===== src/rtl/interrupt_controller.sv =====
// -----------------------------------------------------------------------------
// interrupt_controller
//
// Latches interrupt flags from CHANNELS raw lines. Each line is edge- or
// level-triggered, selected per channel by EDGE_MASK. The lowest-indexed
// enabled flag is presented to the CPU as one request, and the CPU accepts it
// with ack. On ack the handler vector (VECTOR_BASE + channel + 1) is latched,
// and no further request is issued until service_done. Only software clears
// flags, by writing 1s to flag_clr.
//
// Ports
//   clk          : sole clock, rising edge
//   reset_n      : synchronous active-low reset
//   irq_in       : [CHANNELS] raw interrupt lines, synchronous to clk
//   mask_wr      : load mask register from mask_data
//   mask_data    : [CHANNELS] new enable mask (1 = enabled)
//   flag_clr     : [CHANNELS] write-1-to-clear strobe for flags
//   int_enable   : CPU global interrupt enable
//   ack          : CPU accepts the presented request
//   service_done : handler has returned
//   irq_request  : request presented to the CPU
//   vector       : [PC_WIDTH] vector of the granted channel
//   flags        : [CHANNELS] latched interrupt flags
//   wake         : some enabled flag is set (ignores int_enable)
//   state_dbg    : [2] current FSM state (0 idle, 1 pending, 2 service)
//
// Handshake: irq_request is a level that is high for the whole PENDING state.
// The CPU answers with a one-cycle ack pulse. An ack in the same cycle as
// irq_request transfers the grant. An ack seen while no request is up is
// dropped. service_done is a one-cycle pulse that ends SERVICE. Outside
// SERVICE it is dropped.
// -----------------------------------------------------------------------------
module interrupt_controller #(
    parameter int                   CHANNELS    = 15,
    parameter int                   PC_WIDTH    = 13,
    parameter logic [PC_WIDTH-1:0]  VECTOR_BASE = PC_WIDTH'('h1100),
    parameter logic [CHANNELS-1:0]  EDGE_MASK   = '1
) (
    input  logic                clk,
    input  logic                reset_n,
    input  logic [CHANNELS-1:0] irq_in,
    input  logic                mask_wr,
    input  logic [CHANNELS-1:0] mask_data,
    input  logic [CHANNELS-1:0] flag_clr,
    input  logic                int_enable,
    input  logic                ack,
    input  logic                service_done,
    output logic                irq_request,
    output logic [PC_WIDTH-1:0] vector,
    output logic [CHANNELS-1:0] flags,
    output logic                wake,
    output logic [1:0]          state_dbg
);

    localparam int SEL_W = 5;

    typedef enum logic [1:0] {
        IDLE    = 2'd0,
        PENDING = 2'd1,
        SERVICE = 2'd2
    } state_t;

    state_t state_q, state_d;

    logic [CHANNELS-1:0] irq_prev_q, irq_prev_d;
    logic [CHANNELS-1:0] flags_q, flags_d;
    logic [CHANNELS-1:0] mask_q, mask_d;
    logic [PC_WIDTH-1:0] vector_q, vector_d;
    logic                wake_q, wake_d;

    logic [CHANNELS-1:0] set_vec;
    logic [CHANNELS-1:0] pending;
    logic                any_pending;
    logic [SEL_W-1:0]    sel;

    // ------------------------------------------------------------------
    // Flag capture. An edge channel sets on a 0->1 transition of irq_in
    // against the stored previous value. A level channel sets on every
    // cycle it is high. A set wins over a clear in the same cycle, so an
    // interrupt that arrives during a software clear is not lost.
    // ------------------------------------------------------------------
    always_comb begin
        set_vec    = (EDGE_MASK & irq_in & ~irq_prev_q) | (~EDGE_MASK & irq_in);
        flags_d    = (flags_q & ~flag_clr) | set_vec;
        irq_prev_d = irq_in;
        mask_d     = mask_wr ? mask_data : mask_q;
    end

    // These use the current mask register. A mask_wr in the ack cycle
    // therefore does not affect the grant.
    assign pending     = flags_q & mask_q;
    assign any_pending = |pending;
    assign wake_d      = any_pending;

    // Lowest set index wins. The loop scans downward, so the last match
    // is the lowest index.
    always_comb begin
        sel = '0;
        for (int i = CHANNELS - 1; i >= 0; i--) begin
            if (pending[i]) begin
                sel = SEL_W'(i);
            end
        end
    end

    always_comb begin
        vector_d = vector_q;
        if (state_q == PENDING && ack) begin
            vector_d = VECTOR_BASE + PC_WIDTH'(sel) + PC_WIDTH'(1);
        end
    end

    // ------------------------------------------------------------------
    // FSM: state register
    // ------------------------------------------------------------------
    always_ff @(posedge clk) begin
        if (!reset_n) begin
            state_q <= IDLE;
        end else begin
            state_q <= state_d;
        end
    end

    // FSM: next state
    always_comb begin
        state_d = state_q;
        case (state_q)
            IDLE: begin
                if (any_pending && int_enable) begin
                    state_d = PENDING;
                end
            end
            PENDING: begin
                // ack takes precedence over withdrawal in the same cycle
                if (ack) begin
                    state_d = SERVICE;
                end else if (!any_pending || !int_enable) begin
                    state_d = IDLE;
                end
            end
            SERVICE: begin
                if (service_done) begin
                    state_d = IDLE;
                end
            end
            default: state_d = IDLE;
        endcase
    end

    // FSM: outputs
    always_comb begin
        irq_request = (state_q == PENDING);
        state_dbg   = state_q;
    end

    // ------------------------------------------------------------------
    // Datapath registers
    // ------------------------------------------------------------------
    always_ff @(posedge clk) begin
        if (!reset_n) begin
            irq_prev_q <= '0;
            flags_q    <= '0;
            mask_q     <= '0;
            vector_q   <= VECTOR_BASE;
            wake_q     <= 1'b0;
        end else begin
            irq_prev_q <= irq_prev_d;
            flags_q    <= flags_d;
            mask_q     <= mask_d;
            vector_q   <= vector_d;
            wake_q     <= wake_d;
        end
    end

    assign flags  = flags_q;
    assign vector = vector_q;
    assign wake   = wake_q;

endmodule


===== config.mk =====
export PLATFORM = sky130hd
export DESIGN_NAME = interrupt_controller
export DESIGN_NICKNAME = d
export VERILOG_FILES = /design/src/rtl/interrupt_controller.sv
export SDC_FILE = /design/constraint.sdc
export NUM_CORES = 1
export LEC_CHECK = 0
export ABC_CLOCK_PERIOD_IN_PS = 2350
export BUFFER_PORTS_ARGS = -buffer_cell sky130_fd_sc_hd__buf_4
export CORE_UTILIZATION = 48
export DETAILED_ROUTE_END_ITERATION = 7
export HOLD_SLACK_MARGIN = 0.05
export PLACE_DENSITY = 0.79
export SLEW_MARGIN = 5
export SYNTH_ARGS = -nofsm -noshare
export SYNTH_HDL_FRONTEND = slang
export SYNTH_SLANG_ARGS = --single-unit
export TNS_END_PERCENT = 50

===== constraint.sdc =====
create_clock -name clk -period 2.35 [get_ports clk]
set_clock_uncertainty 0.2 [all_clocks]
set_input_delay 0 -clock clk [delete_from_list [all_inputs] [get_ports clk]]
set_output_delay 0 -clock clk [all_outputs]
set_load 0.02 [all_outputs]

==> metrics.txt, run 1 <==
status completed; synthesized instance count 220; EDFF count, synth 0; CP peak stage delay approximately 550 ps; post-synthesis cell type count 38; pwr dens roughly 530 nW/um2; ranking of synthesized cells by area dfxtp_1, nand2b_1, mux2i_1; Synth Cell Area 2120 um2; wire length per cell about 15 um; max cap viols 0; Detailed Route Iter0 Violations 187; via count roughly 2,300; RSZ-0062 raised after global routing false; min Tclk post-route roughly 2300 ps; Avg Inst Size Synth around 9.6 um2; Final TNS setup 0 ps; Cell Int Power around 1.4 mW; CP delay by family, top compound AO/OA/AOI/OAI gates; FF+latch count, synth 53; vias per cell around 5.2; starting density of the core about 50%; leading area contributor after synthesis dfxtp_1; CTS tree done; final worst setup slack 80.1 ps; gr ovfl total 0; vias in the first global route ~2,300; Worst EP required 2400 ps; Final period util between 90% and 100%; root buf cell clkbuf_8; Port Buf Inserts between 70 and 80; Clk pwr share 26.8%; clk_lat worst skew 300 ps; TritonCTS buffer count 5; Psw 511 uW; Register Area 1060 um2; Multi-input gate area ~990 um2; critical-path maximum fanout 4; Die ar. 4680 um2; Worst Path Class, Setup flip-flop to flip-flop; Layout area overhead 72.4%; Placer Congestion between 0.8 and 0.9; Ant. Diodes 0; total track usage between 20% and 30%; row count 23; Async S/R FF share, synth 0%; initial antenna violation count 0; first-pass GRT wire length between 10,000 and 15,000 um; detailed-route wire length around 6500 um; Pre-antenna DRT Iters 4; Final Net Count about 430; Gate power share ~22%; final setup vio count 0; Die Ht ~68 um; Peak supply drop roughly 0.45 mV; Slew Limit Fails 0; CTS max path bufs 2; worst path cell trace a22o_2 > a31oi_1 > a311oi_1 > o21ai_0 > o221a_2 > dlygate4sd3_1; DP Worst Slack 295 ps; Fmax approximately 440 MHz; hold crit path type primary input to flip-flop; crit path launch type flip-flop; Post CTS Setup Buffer Count 0; layout cells sized above 1 23.3%; core area 4120 um2; part of the power in registers between 50% and 60%; Pleak ~1.7 nW; Synth top area share approximately half; fillers slightly above 200; sequential fraction of the synthesis area between 50 and 60%; Reg clk slew, reported paths ~100 ps; largest net degree at the start of global routing 25; Critical Path End Type flip-flop; Slowest-stage cell, CP dlygate4sd3_1; H-tree Lvls 2; Remaining DRCs 0; WP buf/inv 1; YS warnings 0; ANT nets after route 0; Arrival @ worst endpoint 2320 ps; final hold slack approximately 280 ps; Die X 68.4 um; switch share 26.2%; Main synth FF type dfxtp_1; HPWL after DPL 3330 um; # clock sinks 53; Final Hold Fails 0; I/O Pins between 80 and 90
what timing repair did:
action,4_1_cts,5_1_grt
hold buffers,87,0
endpoints found under the hold margin,52,0
gates resized for setup,0,0
endpoints found under the setup margin,0,0
through the flow:
step / std cells / utilization (%) / cell area, um2 / power [mW]
2_1_floorplan: 226 / - / 2140 / 1.18
3_3_place_gp: 338 / 65.3 / 2690 / 1.30
3_5_place_dp: 338 / 65.3 / 2690 / 1.31
4_1_cts: 432 / 88.7 / 3650 / 1.94
5_1_grt: 432 / 88.7 / 3650 / 2.03
6_report: 432 / 88.7 / 3650 / 1.95
power groups by stage:
stage / registers (mW) / clock network, mW / logic [mW]
after floorplan: 1.03 / 0 / 0.146
after global placement: 1.01 / 0 / 0.290
after detailed placement: 1.01 / 0 / 0.295
after CTS: 0.992 / 0.526 / 0.418
after global routing: 1.00 / 0.565 / 0.467
final: 0.996 / 0.523 / 0.433
routing by layer:
metal	wire length (um)	GRT usage, %	part of all wire (%)	vias to the layer above
met2	3370	55.1	52	90
met3	337	6.50	5.2	21
met1	2650	32.5	41	1085
met4	136	12.2	2.1	0
li1	-	-	-	1057
met5	0	0	0	-
cell families after synthesis:
| kind of cell | Yosys count | share of synthesized area [%] |
|---|---|---|
| XOR/XNOR | 1 | 0.414 |
| other | 2 | 0.355 |
| AO/OA/AOI/OAI | 42 | 13.9 |
| adder cells (fa/ha/maj) | 1 | 0.591 |
| buffers and inverters | 15 | 4.14 |
| AND/OR/NAND/NOR | 90 | 22.9 |
| multiplexers | 16 | 7.56 |
| flip-flops | 53 | 50.1 |
registers in the layout, summed over array words and instances (netlist names):
register    cells
flags          15
irq_prev_q     15
mask_q         15
vector          5
state_dbg       2
wake            1
worst min-delay path, stage by stage:
cell and delay (ps):
dlygate4sd3_1 520, buf_4 90, or2b_1 80, a21oi_1 50
worst paths after layout:
| path | start | endpoint | slack, ps | depth (start not counted) |
|---|---|---|---|---|
| setup / recovery | flags[11] | vector[0] | 80 | 6 |
| hold / removal | flag_clr[11] | flags[11] | 280 | 4 |
| setup reg to reg | flags[11] | vector[0] | 80 | 6 |
| hold reg to reg | irq_prev_q[2] | flags[2] | 290 | 2 |
Yosys cell counts, types with 2 or more instances:
master	n
a22o_1	2
buf_4	8
nor2_1	22
a31oi_1	2
o21ai_0	4
nand2_1	15
mux2i_1	16
and2_1	15
a21oi_1	19
clkbuf_1	5
a22oi_1	3
nand2b_1	30
dfxtp_1	53
conb_1	2
final cells by class:
cell class | instances | area share (%)
Sequential cell | 53 | 29.1
Clock buffer | 6 | 2.26
Timing Repair Buffer | 163 | 39.5
Multi-Input combinational cell | 158 | 27.2
Clock inverter | 1 | 0.206
Inverter | 1 | 0.103
Tap cell | 50 | 1.71
cells in the final DEF, fill, tap and decap left out, types with 2 or more instances in the layout:
cell type,n
clkbuf_8,6
mux2i_1,16
and2_1,15
a21oi_1,19
dlygate4sd3_1,87
a22o_1,2
o21ai_0,4
a22oi_1,3
nand2_1,15
buf_4,76
a31oi_1,2
dfxtp_1,53
nand2b_1,30
conb_1,8
nor2_1,22
Note: power is estimated with default switching activity, not from simulation.
==> run 2, diff against run 1 <==
- CORE_MARGIN: default -> 2
- PLACE_DENSITY: 0.79 -> 0.77
==> run 2 against run 1 <==
Flip-flop and latch count unchanged. Global-route usage decreased by 4.5 points. Critical path type unchanged. Sequential power about the same. Register-to-register slack improved by 80 ps. Maximum frequency increased by 3.5%.
==> metrics.txt, run 2 (synthesized netlist as in run 1, its figures left out) <==
Slew Limit Fails 0 (unchanged); Slowest-stage cell, CP dlygate4sd3_1; Arrival @ worst endpoint 2240 ps (-80 ps); Multi-input gate area 991 um2 (unchanged); min Tclk post-route 2190 ps (-77.1 ps); Fmax 456 MHz (+3.5%); most frequent cells in the layout dlygate4sd3_1, buf_4, dfxtp_1; Worst Path Class, Setup flip-flop to flip-flop; max cap viols 0 (unchanged); status completed; final setup vio count 0 (unchanged); Die X 70.4 um (+2.9%); vias in the first global route 2,168 (-4.1%); hold crit path type flip-flop to flip-flop; Final period util 93.3% (-3.3 points); commonest non-fill, non-tap cell in the layout dlygate4sd3_1; cell count along the critical path 6 (unchanged); Die Ht 70.4 um (+2.9%); initial antenna violation count 0 (unchanged); fin cells 430 (-0.46%); Worst Hold Depth 2 (-2); R2R depth 6 (unchanged); total track usage 25.3% (-4.5 points); Layout area overhead 71.2%; Util after Layout 84.4% (-4.3 points); dpl cell area 2710 um2 (+0.65%); DP Worst Slack 242 ps (-52.9 ps); root buf cell clkbuf_8; Critical Path End Type flip-flop; Ant. Diodes 0 (unchanged); detailed-route wire length 6120 um (-5.8%); starting density of the core 49.3% (-2.1 points); gr busiest metal met2; CP peak stage delay 540 ps (about the same); met2 usage 47.9% (-7.2 points); WP buf/inv 1 (unchanged); critical-path maximum fanout 4 (unchanged); Cell Int Power 1.55 mW (+7.5%); gr ovfl total 0 (unchanged); Die ar. 4960 um2 (+5.9%); RSZ-0062 raised after global routing false; Placer Congestion 0.805 (-2.5%); TritonCTS buffer count 5 (unchanged); Remaining DRCs 0 (unchanged); HPWL after DPL 3540 um (+6.2%); I/O Pins 83 (unchanged); wire length per cell 14.2 um (-5.3%); Reg clk slew, reported paths 90 ps (about the same); r2r setup slk 160 ps (+80 ps); switch share 24.6% (-1.6 points); Detailed Route Iter0 Violations 155 (-17%); layout cells sized above 1 24.1% (+0.78 points); ANT nets after route 0 (unchanged); met1 global-route usage 28.2% (-4.3 points); pwr dens 567 nW/um2 (+6.0%); Final TNS setup 0 ps (unchanged); Register Area 1060 um2 (unchanged); clk_lat worst skew 310 ps (about the same); fillers 245 (+20%); CTS tree done; Clk pwr share 31.0% (+4.2 points); Psw 505 uW (-1.1%); vias per cell 4.99 (-4.3%); Layout Cell Area excl Fill 3620 um2 (-0.72%); Pre-antenna DRT Iters 4 (unchanged); dpl cells 342 (+1.2%); worst path cell trace a22o_2 > a31oi_1 > a311oi_1 > o21ai_0 > o221a_2 > dlygate4sd3_1; row count 24 (+4.3%); Pleak 1.63 nW (-1.1%); Worst EP required 2400 ps (about the same); H-tree Lvls 2 (unchanged); final worst setup slack 157 ps (+77.1 ps); core area 4290 um2 (+4.3%); CTS max path bufs 2 (unchanged); first-pass GRT wire length 9920 um (-2.6%); CP delay by family, top compound AO/OA/AOI/OAI gates; Peak supply drop 0.443 mV (-2.2%); Port Buf Inserts 74 (unchanged); crit path launch type flip-flop; Final Hold Fails 0 (unchanged); met3 Use GR 5.34% (-1.2 points); via count 2,146 (-4.7%); Final Net Count 429 (-1.2%); Gate power share 20.6% (-1.6 points); largest net degree at the start of global routing 19 (-24%); part of the power in registers 48.4% (-2.6 points); # clock sinks 53 (unchanged)
==> run 2: layout make-up <==
type / count / area share, %
clock buffer: 7 / 2.38
clock inverter: 1 / 0.829
inverter: 1 / 0.104
multi-input combinational: 158 / 27.3
sequential: 53 / 29.3
tap: 52 / 1.80
timing repair buffer: 158 / 38.3
==> run 2: worst paths after layout <==
kind,startpoint,end
max,flags[11],vector[0]
min,irq_prev_q[0],flags[0]
max reg2reg,flags[11],vector[0]
min reg2reg,irq_prev_q[0],flags[0]
==> run 2: worst register-to-register path: cells and delay by family, from the launching register on <==
family / cells / cell delay, ps
buffers and inverters: 1 / 540
flip-flops: 1 / 350
AO/OA/AOI/OAI: 5 / 1060
==> run 2: per-stage QoR <==
step,hold WS (ps),power [mW]
after floorplan,-78.3,1.18
after global placement,12.8,1.30
after detailed placement,18.0,1.31
after CTS,279,2.05
after global routing,301,2.14
final,288,2.05
==> run 2: layer usage <==
layer	vias up	share of wire (%)
li1	1047	-
met1	1004	40
met2	86	52
met3	9	6.6
met4	0	1.3
met5	-	0
==> run 2: power groups by stage <==
| stage | Clock (mW) | Combinational, mW | Sequential [mW] |
|---|---|---|---|
| finish | 0.637 | 0.423 | 0.994 |
| global route | 0.682 | 0.457 | 1.00 |
| CTS | 0.640 | 0.414 | 0.992 |
| detailed placement | 0 | 0.299 | 1.01 |
| global placement | 0 | 0.294 | 1.01 |
| floorplan | 0 | 0.146 | 1.03 |
==> run 2: what timing repair did <==
action,in CTS,in global routing
resized for setup,0,0
hold endpoints to repair,50,0
setup buffers,0,0
hold buffers,80,0
==> run 3, diff against run 2 <==
- ABC_CLOCK_PERIOD_IN_PS: 2350 -> 1940
- CELL_PAD_IN_SITES_DETAIL_PLACEMENT: default -> 1
- CELL_PAD_IN_SITES_GLOBAL_PLACEMENT: default -> 1
- CORE_UTILIZATION: 48 -> 32
- PLACE_DENSITY: 0.77 -> 0.73
- clock period: 2.35 -> 1.94 ns (I/O delays scaled with it)
==> run 3 against run 2 <==
Maximum frequency up 15%. Die area grew 47%. Cell count rose by 8.6%. First-iteration DRC count shrank 71%. Sequential share of layout area fell by 0.75 points. Critical path type unchanged. Largest power group unchanged.
==> metrics.txt, run 3 (synthesized netlist as in run 1, its figures left out) <==
CTS tree done; CTS max path bufs 2 (unchanged); final worst setup slack 30.4 ps (-127 ps); layout cells sized above 1 27.9% (+3.9 points); gr ovfl total 0 (unchanged); end point of the worst hold path flags[5]; Remaining DRCs 0 (unchanged); Post CTS Setup Buffer Count 0 (unchanged); final setup vio count 0 (unchanged); Critical Path End Type flip-flop; Die X 85.3 um (+21%); Crit. Startpoint flags[11]; H-tree Lvls 2 (unchanged); DP Worst Slack -99.5 ps (-341 ps); largest net degree at the start of global routing 19 (unchanged); Placer Congestion 0.788 (-2.1%); fin cells 467 (+8.6%); dpl cells 379 (+11%); crit path launch type flip-flop; initial antenna violation count 0 (unchanged); Die Ht 85.3 um (+21%); starting density of the core 33.2% (-16 points); root buf cell clkbuf_8; Worst EP required 1960 ps (-440 ps); Layout area overhead 76.9%; Arrival @ worst endpoint 1930 ps (-310 ps); critical-path maximum fanout 3 (-1); Critical R2R Launch flags[11]; Final Net Count 443 (+3.3%); HP Start irq_prev_q[5]; final hold slack 286 ps (-1.79 ps); Fmax 524 MHz (+15%); Worst Hold Depth 2 (unchanged); status completed; HPWL after DPL 4220 um (+19%); vias per cell 4.74 (-5.0%); clk_lat worst skew 300 ps (about the same); detailed-route wire length 6970 um (+14%); Final period util 98.4% (+5.1 points); wire length per cell 14.9 um (+4.9%); Slew Limit Fails 0 (unchanged); Port Buf Inserts 74 (unchanged); Reg-to-Reg End vector[2]; Ant. Diodes 0 (unchanged); hold crit path type flip-flop to flip-flop; core area 6390 um2 (+49%); commonest non-fill, non-tap cell in the layout buf_4; TritonCTS buffer count 5 (unchanged); pwr dens 626 nW/um2 (+10%); Reg clk slew, reported paths 90 ps (about the same); total track usage 19.4% (-5.9 points); I/O Pins 83 (unchanged); Peak supply drop 0.346 mV (-22%); first-pass GRT wire length 11,300 um (+14%); Detailed Route Iter0 Violations 45 (-71%); r2r setup slk 30 ps (-130 ps); row count 29 (+21%); Util after Layout 58.6% (-26 points); min Tclk post-route 1910 ps (-283 ps); Final Total Pwr 2.34 mW (+14%); Worst Path Class, Setup flip-flop to flip-flop; max cap viols 0 (unchanged); R2R depth 8 (+2); Die ar. 7280 um2 (+47%); vias in the first global route 2,376 (+9.6%); # clock sinks 53 (unchanged); ANT nets after route 0 (unchanged); RSZ-0062 raised after global routing true; Pleak 1.69 nW (+3.4%); Pre-antenna DRT Iters 4 (unchanged); via count 2,215 (+3.2%); Final Hold Fails 0 (unchanged); most frequent cells in the layout buf_4, dlygate4sd3_1, dfxtp_1
## run 3: cell types whose count changed in the layout (fill, tap and decap cells not counted), moves of 2 or more
cell / delta
dfxtp_2: +3
dlygate4sd3_1: +2
dfxtp_1: -4
buf_4: +12
## run 3: per-stage QoR
step	area (um2)	setup TNS, ps
2_1_floorplan	2140	0
3_3_place_gp	2830	0
3_5_place_dp	2830	-210
4_1_cts	3730	0
5_1_grt	3740	-354
6_report	3740	0
## run 3: how the worst max path moves through the flow
stage                end  depth (start not counted)
6_report       vector[2]                          8
5_1_grt        vector[2]                          8
4_1_cts        vector[2]                          8
3_5_place_dp   vector[2]                          8
3_3_place_gp   vector[3]                          6
2_1_floorplan  vector[2]                          8
## run 3: power breakdown
part / internal [mW] / switching [mW]
registers: 1.15 / 0.0492
clock network: 0.239 / 0.346
logic: 0.328 / 0.227
## run 3: final cells by class
class	count	area, um2
well taps	77	96.3
fillers	725	2640
clock buffers	5	68.8
flip-flops and latches	53	1070
clock inverters	1	5.00
inverters	1	3.75
multi-input cells	158	1010
repair buffers	172	1500
## run 3: layer usage
metal | global-route usage, % | part of all wire, %
met5 | 0 | 0
met4 | 3.17 | 0.82
met3 | 4.09 | 4.8
met2 | 39.0 | 55
met1 | 20.6 | 39
## run 3: worst max-delay path: stages, from the launching register on
cell and delay [ps]:
dfxtp_2 340, a22o_2 250, a31oi_1 130, a311oi_1 60, o21ai_1 240, a211oi_2 60, ha_2 190, xnor2_1 130
a211oi_2 220
## run 3: repair_timing
action                     4_1_cts  5_1_grt
pin swaps                        2        2
hold endpoints to repair        52        0
hold buffers                    82        0
setup endpoints to repair        4        4
resized for setup                4        3
